### src/rtl/mem_port_arbiter.sv
// Arbitrates one single-port memory between the IF (fetch) and MEM (load/store) pipeline stages.
// MEM has fixed priority; a watchdog aborts transactions that never see m_ready.
module mem_port_arbiter #(
    parameter int ADDR_W  = 32,
    parameter int DATA_W  = 32,
    parameter int TIMEOUT = 15
) (
    input  logic              clk,
    input  logic              rst,

    input  logic              if_req,
    input  logic [ADDR_W-1:0] if_addr,
    output logic [DATA_W-1:0] if_rdata,
    output logic              if_valid,
    output logic              if_stall,

    input  logic              mem_rd_req,
    input  logic              mem_wr_req,
    input  logic [ADDR_W-1:0] mem_addr,
    input  logic [DATA_W-1:0] mem_wdata,
    output logic [DATA_W-1:0] mem_rdata,
    output logic              mem_valid,
    output logic              mem_stall,

    output logic              m_req,
    output logic              m_we,
    output logic [ADDR_W-1:0] m_addr,
    output logic [DATA_W-1:0] m_wdata,
    input  logic [DATA_W-1:0] m_rdata,
    input  logic              m_ready,

    output logic              timeout_err
);

    localparam int CNT_W = (TIMEOUT > 1) ? $clog2(TIMEOUT) : 1;

    localparam logic [1:0] S_IDLE     = 2'd0;
    localparam logic [1:0] S_BUSY_IF  = 2'd1;
    localparam logic [1:0] S_BUSY_MEM = 2'd2;
    localparam logic [1:0] S_RESP     = 2'd3;

    logic [1:0]       state;
    logic [1:0]       state_next;
    logic [CNT_W-1:0] wait_cnt;

    logic mem_any_req;
    logic busy;
    logic grant_mem;
    logic grant_if;
    logic complete;
    logic expired;
    logic abort;

    assign mem_any_req = mem_rd_req | mem_wr_req;
    assign busy        = (state == S_BUSY_IF) || (state == S_BUSY_MEM);

    assign grant_mem = (state == S_IDLE) && mem_any_req;
    assign grant_if  = (state == S_IDLE) && !mem_any_req && if_req;

    // m_ready only counts while a transaction is actually outstanding.
    assign complete = busy && m_ready;
    assign expired  = (wait_cnt == CNT_W'(TIMEOUT - 1));
    assign abort    = busy && !m_ready && expired;

    always_comb begin
        state_next = state;
        case (state)
            S_IDLE: begin
                if (grant_mem) begin
                    state_next = S_BUSY_MEM;
                end else if (grant_if) begin
                    state_next = S_BUSY_IF;
                end
            end
            S_BUSY_IF, S_BUSY_MEM: begin
                if (complete || abort) begin
                    state_next = S_RESP;
                end
            end
            S_RESP: begin
                state_next = S_IDLE;
            end
            default: begin
                state_next = S_IDLE;
            end
        endcase
    end

    always_ff @(posedge clk) begin
        if (!rst) begin
            state    <= S_IDLE;
            wait_cnt <= '0;
        end else begin
            state <= state_next;
            if (busy && !m_ready && !expired) begin
                wait_cnt <= wait_cnt + CNT_W'(1);
            end else if (!busy) begin
                wait_cnt <= '0;
            end
        end
    end

    // Request registers hold steady from grant until completion or abort.
    always_ff @(posedge clk) begin
        if (!rst) begin
            m_req   <= 1'b0;
            m_we    <= 1'b0;
            m_addr  <= '0;
            m_wdata <= '0;
        end else begin
            if (grant_mem) begin
                m_req   <= 1'b1;
                m_we    <= mem_wr_req;
                m_addr  <= mem_addr;
                m_wdata <= mem_wdata;
            end else if (grant_if) begin
                m_req  <= 1'b1;
                m_we   <= 1'b0;
                m_addr <= if_addr;
            end else if (complete || abort) begin
                m_req <= 1'b0;
            end
        end
    end

    // Response side: valid pulses are registered so they line up with the RESP cycle.
    always_ff @(posedge clk) begin
        if (!rst) begin
            if_rdata    <= '0;
            mem_rdata   <= '0;
            if_valid    <= 1'b0;
            mem_valid   <= 1'b0;
            timeout_err <= 1'b0;
        end else begin
            if_valid  <= 1'b0;
            mem_valid <= 1'b0;
            if (complete) begin
                if (state == S_BUSY_MEM) begin
                    mem_valid <= 1'b1;
                    if (!m_we) begin
                        mem_rdata <= m_rdata;
                    end
                end else begin
                    if_valid <= 1'b1;
                    if_rdata <= m_rdata;
                end
            end else if (abort) begin
                timeout_err <= 1'b1;
                if (state == S_BUSY_MEM) begin
                    mem_valid <= 1'b1;
                    mem_rdata <= '0;
                end else begin
                    if_valid <= 1'b1;
                    if_rdata <= '0;
                end
            end
        end
    end

    assign if_stall  = if_req & ~if_valid;
    assign mem_stall = mem_any_req & ~mem_valid;

endmodule

### config.mk
export PLATFORM = sky130hd
export DESIGN_NAME = mem_port_arbiter
export DESIGN_NICKNAME = d
export VERILOG_FILES = /design/src/rtl/mem_port_arbiter.sv
export SDC_FILE = /design/constraint.sdc
export NUM_CORES = 1
export LEC_CHECK = 0
export CORE_UTILIZATION = 38
export DETAILED_ROUTE_END_ITERATION = 16
export PLACE_DENSITY = 0.77
export SETUP_SLACK_MARGIN = 0.05
export SLEW_MARGIN = 10
export SYNTH_ARGS = -nofsm -noshare
export SYNTH_HDL_FRONTEND = slang
export SYNTH_SLANG_ARGS = --single-unit
### constraint.sdc
create_clock -name clk -period 1.6 [get_ports clk]
set_input_delay 0.24 -clock clk [delete_from_list [all_inputs] [get_ports clk]]
set_output_delay 0.24 -clock clk [all_outputs]
set_load 0.02 [all_outputs]
# Word level (Yosys, flattened, before mapping)

Index checks and enable logic that the tools add are counted.

Logic and storage cells: 76
Flip-flop bits (word level): 139
Output and inout bits: 135
Input bits: 134

Bitwise gates (word level): 7
$add $sub $neg: 1
Muxes and demuxes: 28
Reduce and logical (&&, ||, !) cells: 21
Equal/unequal tests: 8

Operator list:

| operator                                              | number |
|---|---|
| two-way mux 32 bit                                    | 11 |
| two-way mux 1 bit                                     | 11 |
| two-way mux 4 bit                                     | 2 |
| logical AND 1 bit                                     | 7 |
| two-way mux 2 bit                                     | 3 |
| one-hot mux 2 bit (3 select lines)                    | 1 |
| AND reduction 2 bit                                   | 3 |
| adder 4 x 1 -> 4 bit, second input constant           | 1 |
| == test 2 bit, second input constant                  | 2 |
| == test 4 bit, second input constant                  | 1 |
| inequality test 2 bit, second input constant          | 2 |
| NOT 1 bit                                             | 4 |
| nonzero test 2 bit                                    | 2 |
| logical NOT 1 bit                                     | 3 |
| inequality test 3 bit, second input constant          | 1 |
| AND reduction 3 bit                                   | 1 |
| nonzero test 3 bit                                    | 1 |
| bitwise AND 1 bit                                     | 2 |
| == test 2 x 1 -> 1 bit, second input constant         | 1 |
| logical NOT 2 bit                                     | 1 |
| logical OR 1 bit                                      | 2 |
| inequality test 2 x 1 -> 1 bit, second input constant | 1 |
| OR reduction 2 bit                                    | 1 |
| bitwise OR 1 bit                                      | 1 |

# Depth between registers and ports, before layout

Gate-level depths: netlist (run 1).

Depth after elaboration: 8
Depth in mapped cells: 7
Depth with buffers taken out: 5

# Least setup slack after synthesis (run 1)

Ideal clock, no wire load.

Path type: reg2reg
From: register wait_cnt[0]
To: register mem_rdata[10]
Path buffers: 2
Stages on the path, launching flop included: 8
Setup time: 91 ps
Data arrival time: 1466 ps
Required time: 1509 ps
Setup slack: 43 ps
Period minus slack after synthesis: 1557 ps
Cell sequence: dfxtp_1 > inv_1 > ha_1 > a31oi_4 > nor2b_1 > buf_2 > buf_2 > a311oi_1

Longest elaborated chain between the ends: 4

RTL lines:

| item                          | line | RTL |
|---|---|---|
| start, declared               | 44   | `logic [CNT_W-1:0] wait_cnt;` |
| start signal, assigned        | 96   | `wait_cnt <= wait_cnt + CNT_W'(1);` |
| == test 4 bit                 | 62   | `assign expired = (wait_cnt == CNT_W'(TIMEOUT - 1));` |
| logical AND 1 bit             | 63   | `assign abort = busy && !m_ready && expired;` |
| nonzero test 2 bit (no line)  | n/a  |  |
| AND reduction 3 bit (no line) | n/a  |  |
| end signal, assigned          | 141  | `mem_rdata <= m_rdata;` |
| end, declared                 | 21   | `output logic [DATA_W-1:0] mem_rdata,` |

No other way between the ends.
A chain may end at the register's enable or synchronous reset.

# Worst setup path after layout (run 1)

From: register state[1]
To: register mem_rdata[0]

Longest elaborated chain between the ends: 6
Elaborated cells between the ends (all ways): 10
Classes of those cells: eq/ne: 3; mux: 1; reduce/logical: 6

RTL lines:

| item                                                           | line         | RTL |
|---|---|---|
| start, declared                                                | 42           | `logic [1:0] state;` |
| start signal, assigned                                         | 94           | `state <= state_next;` |
| == test 2 x 1 -> 1 bit / == test 2 bit (equally long branches) | 55, 138, 149 |  |
| logical OR 1 bit                                               | 55           | `assign busy = (state == S_BUSY_IF) \|\| (state == S_BUSY_MEM);` |
| logical AND 1 bit (2 in series)                                | 63           |  |
| nonzero test 2 bit (no line)                                   | n/a          |  |
| AND reduction 3 bit (no line)                                  | n/a          |  |

Several ways; a longest one is shown, not always the timed one.

==> impl_metrics.env, run 1 <==
export IMPL_worst_slew_pin_slew_ps=332
export IMPL_relSlewSlack=0.778
export IMPL_synth_top_area_cell="dfxtp_1"
export IMPL_holdCritPathClass="in2reg"
export IMPL_wirelength_um=21100
export IMPL_num_rows=45
export IMPL_grt_use_total=0.253
export IMPL_gp_congestion=0.870
export IMPL_fin_crit_sh=1.06
export IMPL_start_util=0.388
export IMPL_portBuffers=268
export IMPL_place_area_mm2=0.00894
export IMPL_rsz0062_at_grt="yes"
export IMPL_slew_viol_final=0
export IMPL_nFillCells=1276
export IMPL_overflow=0
export IMPL_path_cells="inv_2, ha_4, and4b_4, buf_6, buf_16, nand2_2, a311oi_2"
export IMPL_synth_fp_nets=816
export IMPL_grt_pass1_wl_um=31900
export IMPL_critPathArrivalTime_ps=2020
export IMPL_synth_edf_count=0
export IMPL_synth_flop_cell="dfxtp_1"
export IMPL_die_h_um=126
export IMPL_die_x_um=126
export IMPL_clock_latency_ps=410
export IMPL_synth_most_common_cell="dfxtp_1"
export IMPL_synth_area_mm2=0.00587
export IMPL_violations="setup timing"
export IMPL_cts_sinks=139
export IMPL_final_hold_violation_count=0
export IMPL_status="finished with violations"
export IMPL_final_cell_area_mm2=0.0101
export IMPL_path_buf_inv=3
export IMPL_drv_cap=0
export IMPL_drt_iter0_drc=334
export IMPL_antenna_found_initial=0
export IMPL_viasPerCell=5.56
export IMPL_critPathMaxStageDelay_ps=330
export IMPL_finalSetupViolations=27
export IMPL_cp_slowest_cell="dfxtp_2"
export IMPL_synth_top_cell_area_share=0.474
export IMPL_dp_cells=1112
export IMPL_clockBufferDepth=2
export IMPL_n_antenna_cell=0
export IMPL_leakagePower_nw=4.16
export IMPL_htreeDepth=4
export IMPL_seq_area_frac_synth=0.474
export IMPL_drive_gt1_frac=0.196
export IMPL_wl_per_cell_um=18.1
export IMPL_grt_pass1_vias=6009
export IMPL_crit_fanout=8
export IMPL_async_flop_share=0
export IMPL_drtAntennaViolNets=0
export IMPL_ff2ff_setup_slack_ps=-100
export IMPL_crit_family="simple AND/OR/NAND/NOR gates"
export IMPL_p_per_area_mw_per_mm2=1690
export IMPL_worst_slack_ps=-103
export IMPL_path_class="reg2reg"
export IMPL_synth_cell_types=35
export IMPL_tns_ps=-1210
export IMPL_fin_cells=1163
export IMPL_cts_root_buf="clkbuf_16"
export IMPL_fin_crit_ps=1700
export IMPL_area_delta_synth_final_pct=72.9
export IMPL_worst_ep_required_time_ps=1920
export IMPL_synthTopCellsByCount="139 x dfxtp_1, 129 x a21oi_1, 100 x nand2_1"
export IMPL_cts_buffers=17
export IMPL_ys_warn_count=0
export IMPL_clock_skew_ps=8.61
export IMPL_firstDrtPassIters=5
export IMPL_ys_ff_latch=139
export IMPL_fin_nets=1100
export IMPL_fmax_mhz=587
export IMPL_place_hpwl_um=13400
export IMPL_synth_area_top_cells="dfxtp_1 47%, a21oi_1 11%, o21ai_0 8.3%"
export IMPL_startpoint_type="flip-flop"
export IMPL_drcViolationCount=0
export IMPL_cts_tree="built"
export IMPL_avgSynthCellArea_um2=8.66
export IMPL_synth_cells=678
export IMPL_io_pins=269
export IMPL_grt_max_degree=37
export IMPL_die_area_mm2=0.0160
export IMPL_vdd_drop_max_uv=921
export IMPL_cts_clk_slew_worst_paths_ps=60
export IMPL_vias=6469
export IMPL_coreArea_mm2=0.0151
export IMPL_crit_path_end_kind="flip-flop"
sequential cells by signal, summed over array words and instances (netlist names):
signal       flops
m_we             1
if_rdata        32
if_valid         1
wait_cnt         4
m_wdata         32
m_addr          32
mem_rdata       32
state            2
m_req            1
timeout_err      1
mem_valid        1
worst register-to-register path: stages (launching register included):
cell and delay, ps:
dfxtp_2 330, inv_2 50, ha_4 270, and4b_4 320
buf_6 150, buf_16 150, nand2_2 70, a311oi_2 270
where the power goes:
part | switching (mW) | internal [mW] | total (mW)
clock network | 1.49 | 2.80 | 4.29
logic | 4.58 | 3.52 | 8.10
registers | 0.449 | 4.31 | 4.76
worst paths after layout:
check	start	end	depth (start not counted)
setup / recovery	state[1]	mem_rdata[0]	7
hold / removal	mem_wdata[5]	m_wdata[5]	3
hold reg to reg	m_wdata[14]	m_wdata[14]	2
setup reg to reg	state[1]	mem_rdata[0]	7
layer usage:
layer | up-vias | part of all wire | GRT usage | wire [µm]
met5 | - | 0 | 0 | 0
met2 | 273 | 0.48 | 0.417 | 10000
li1 | 3085 | - | - | -
met4 | 0 | 0.039 | 0.129 | 820
met1 | 3055 | 0.42 | 0.314 | 8940
met3 | 56 | 0.061 | 0.0536 | 1280
per-stage QoR:
stage                     total power, mW  setup WS [ps]  utilization  hold slack [ps]
after floorplan                      8.54           59.6            -              376
after global placement               11.9           -230        0.590              441
after detailed placement             12.0           -255        0.590              447
after CTS                            16.4          -78.0        0.642              361
after global routing                 18.0           -152        0.670              372
final                                17.2           -103        0.670              381
cell families (layout without fill, tap and decap cells):
group / Yosys count / count (layout) / synth area share
buf+inv: 77 / 374 / 0.0656
fa+ha+maj: 4 / 4 / 0.00852
xor+xnor: 1 / 1 / 0.00149
simple gates: 183 / 183 / 0.184
compound gates: 274 / 274 / 0.266
flops: 139 / 139 / 0.474
layout make-up:
class / count / area, µm² / share of cell area
well taps: 188 / 235 / 0.0232
multi-input cells: 462 / 3120 / 0.307
clock buffers: 20 / 447 / 0.0440
inverters: 6 / 22.5 / 0.00222
clock inverters: 12 / 195 / 0.0192
flip-flops and latches: 139 / 2790 / 0.274
repair buffers: 336 / 3350 / 0.330
cells in the final DEF (no fill, tap or decap), types with 3 or more instances in the layout:
master           synthesis  layout
buf_4                    0      39
clkinv_2                 0       4
nand4b_1                33      33
o21ai_2                  1      28
clkbuf_16                0      20
clkdlybuf4s50_1          0     133
inv_2                    0       3
o21ai_1                  1       3
or4b_1                  32      32
a311oi_1                32      21
a311oi_2                 0      11
nand2_4                  0       3
buf_8                    0       5
buf_12                   0      11
buf_6                   11       6
dfxtp_1                139     137
nand2_1                100      92
a21oi_2                  0      23
bufinv_16                0       5
buf_16                   0       4
o21ai_4                  0       3
inv_1                    6       3
nor2_1                   6       6
nand2_2                  0       5
a21oi_1                129     105
dlygate4sd2_1            0     133
o21ai_0                 97      65
repair_timing:
action | 4_1_cts | 5_1_grt
setup buffers | 7 | 8
cloned | 6 | 3
hold buffers | 0 | 0
resized for setup | 166 | 121
pin swaps | 12 | 52
endpoints found under the setup margin | 204 | 66
(Power assumes the default switching activity.)
==> run 2: changes to the inputs <==
--- a/config.mk
+++ b/config.mk
@@ -5,9 +5,9 @@
 export SDC_FILE = /design/constraint.sdc
 export NUM_CORES = 1
 export LEC_CHECK = 0
-export CORE_UTILIZATION = 38
+export CORE_UTILIZATION = 42
 export DETAILED_ROUTE_END_ITERATION = 16
-export PLACE_DENSITY = 0.77
+export PLACE_DENSITY = 0.81
 export SETUP_SLACK_MARGIN = 0.05
 export SLEW_MARGIN = 10
 export SYNTH_ARGS = -nofsm -noshare
==> constraint.sdc (replaced) <==
create_clock -name clk -period 1.8 [get_ports clk]
set_input_delay 0.27 -clock clk [delete_from_list [all_inputs] [get_ports clk]]
set_output_delay 0.27 -clock clk [all_outputs]
set_load 0.02 [all_outputs]
==> run 2 against run 1 <==
The run now ends clean; largest power group unchanged; cell count is 3.4% lower; largest cell class unchanged; count of clock-buffer cells in the layout rose by 1; critical path depth decreased by 1; cell area decreased by 5.0%; critical path type unchanged.
==> impl_metrics.env, run 2 (synthesized netlist as in run 1, its figures left out) <==
export IMPL_fin_crit_ps=1720
export IMPL_wirelength_um=20100
export IMPL_slew_viol_final=0
export IMPL_n_antenna_cell=0
export IMPL_rsz0062_at_grt="yes"
export IMPL_finalSetupViolations=0
export IMPL_drcViolationCount=0
export IMPL_path_cells="inv_1, ha_4, and4b_4, buf_8, nand2_1, a311oi_2"
export IMPL_fin_cells=1123
export IMPL_status="finished, final reports clean"
export IMPL_startpoint_type="flip-flop"
export IMPL_cts_sinks=139
export IMPL_viasPerCell=5.59
export IMPL_worstSetupStartpoint="state[1]"
export IMPL_fin_crit_sh=0.957
export IMPL_worst_slack_ps=77.7
export IMPL_worst_slew_pin_slew_ps=359
export IMPL_fmax_mhz=581
export IMPL_worst_ep_required_time_ps=2120
export IMPL_holdWs_ps=405
export IMPL_die_area_mm2=0.0145
export IMPL_leakagePower_nw=3.35
export IMPL_ff2ff_path_depth=6
export IMPL_antenna_found_initial=0
export IMPL_crit_fanout=13
export IMPL_grt_max_degree=53
export IMPL_area_delta_synth_final_pct=64.3
export IMPL_endpoint="mem_rdata[12]"
export IMPL_crit_path_end_kind="flip-flop"
export IMPL_holdCritPathClass="in2reg"
export IMPL_r2r_start="state[1]"
export IMPL_r2r_end="mem_rdata[12]"
export IMPL_grt_pass1_vias=5774
export IMPL_place_hpwl_um=13100
export IMPL_clock_skew_ps=5.94
export IMPL_layout_common_cells="265 x clkdlybuf4s50_1, 139 x dfxtp_1, 129 x a21oi_1, 100 x nand2_1, 96 x o21ai_0"
export IMPL_postCtsSetupBuffers=0
export IMPL_drive_gt1_frac=0.0982
export IMPL_relSlewSlack=0.761
export IMPL_critPathArrivalTime_ps=2040
export IMPL_cts_tree="built"
export IMPL_final_hold_violation_count=0
export IMPL_critPathMaxStageDelay_ps=360
export IMPL_num_rows=42
export IMPL_ctsHoldBuffers=0
export IMPL_fin_nets=1072
export IMPL_die_x_um=120
export IMPL_tns_ps=0
export IMPL_coreArea_mm2=0.0135
export IMPL_firstDrtPassIters=8
export IMPL_gp_congestion=0.901
export IMPL_cts_root_buf="clkbuf_16"
export IMPL_place_ws_ps=-118
export IMPL_wl_per_cell_um=17.9
export IMPL_overflow=0
export IMPL_path_class="reg2reg"
export IMPL_layout_commonest_cell="clkdlybuf4s50_1"
export IMPL_cp_slowest_cell="and4b_4"
export IMPL_start_util=0.436
export IMPL_clock_latency_ps=420
export IMPL_cts_clk_slew_worst_paths_ps=60
export IMPL_htreeDepth=4
export IMPL_io_pins=269
export IMPL_drt_iter0_drc=349
export IMPL_ff2ff_setup_slack_ps=80
export IMPL_vdd_drop_max_uv=944
export IMPL_drtAntennaViolNets=0
export IMPL_portBuffers=268
export IMPL_vias=6278
export IMPL_die_h_um=120
export IMPL_drv_cap=0
export IMPL_cts_buffers=17
export IMPL_clockBufferDepth=2
export IMPL_grt_pass1_wl_um=29800
export IMPL_p_per_area_mw_per_mm2=1510
export IMPL_grt_use_total=0.260
export IMPL_dp_cells=1085
## run 2: cell types whose count changed in the layout (fill, tap and decap cells not counted), moves of 4 or more
cell             delta
buf_4              -17
nand2_1             +8
a21oi_2            -23
nand2_2             -5
buf_16              -4
buf_8               -4
dlygate4sd2_1     -130
o21ai_2            -27
o21ai_0            +31
clkdlybuf4s50_1   +132
a21oi_1            +24
## run 2: metrics by stage
| step | area [µm²] | util | total power, mW |
|---|---|---|---|
| 2_1_floorplan | 5870 | - | 7.59 |
| 3_3_place_gp | 8790 | 0.653 | 10.4 |
| 3_5_place_dp | 8790 | 0.653 | 10.5 |
| 4_1_cts | 9450 | 0.702 | 14.4 |
| 5_1_grt | 9650 | 0.717 | 15.3 |
| 6_report | 9650 | 0.717 | 14.6 |
## run 2: critical path: cells and delay by family (launching register included)
kind                       cells  cell delay [ps]
adders and majority gates      1              310
and+or+nand+nor                2              440
buffers and inverters          2              250
DFF                            1              330
AOI/OAI and AO/OA              1              300
## run 2: worst min-delay path by stage
stage                             start     endpoint  slack [ps]  depth (start not counted)
final                     mem_wdata[28]  m_wdata[28]         400                          3
after floorplan           mem_wdata[10]  m_wdata[10]         410                          2
after global routing       mem_wdata[5]   m_wdata[5]         400                          3
after global placement       m_wdata[6]   m_wdata[6]         440                          2
after detailed placement    m_wdata[15]  m_wdata[15]         450                          2
after CTS                  mem_wdata[8]   m_wdata[8]         390                          3
## run 2: power by group
| group | leakage, nW | switching [mW] | internal, mW |
|---|---|---|---|
| logic | 1.89 | 3.61 | 2.92 |
| registers | 1.14 | 0.372 | 3.83 |
| clock network | 0.319 | 1.31 | 2.57 |
## run 2: area by class of cell
| type | instances | area (µm²) |
|---|---|---|
| clock inverters | 11 | 189 |
| fillers | 1083 | 3810 |
| flip-flops and latches | 139 | 2780 |
| multi-input cells | 463 | 2820 |
| repair buffers | 307 | 3150 |
| clock buffers | 21 | 470 |
| inverters | 6 | 22.5 |
| well taps | 176 | 220 |
## run 2: repair_timing
item	4_1_cts	5_1_grt
pin swaps	0	6
resized for setup	4	20
endpoints found under the setup margin	5	34
cloned	0	6
## run 2: layer usage
layer	track usage	vias to the layer above	wire, µm
met5	0	-	0
met4	0.120	0	642
li1	-	3013	-
met1	0.318	2946	8260
met2	0.423	272	9590
met3	0.0741	47	1640
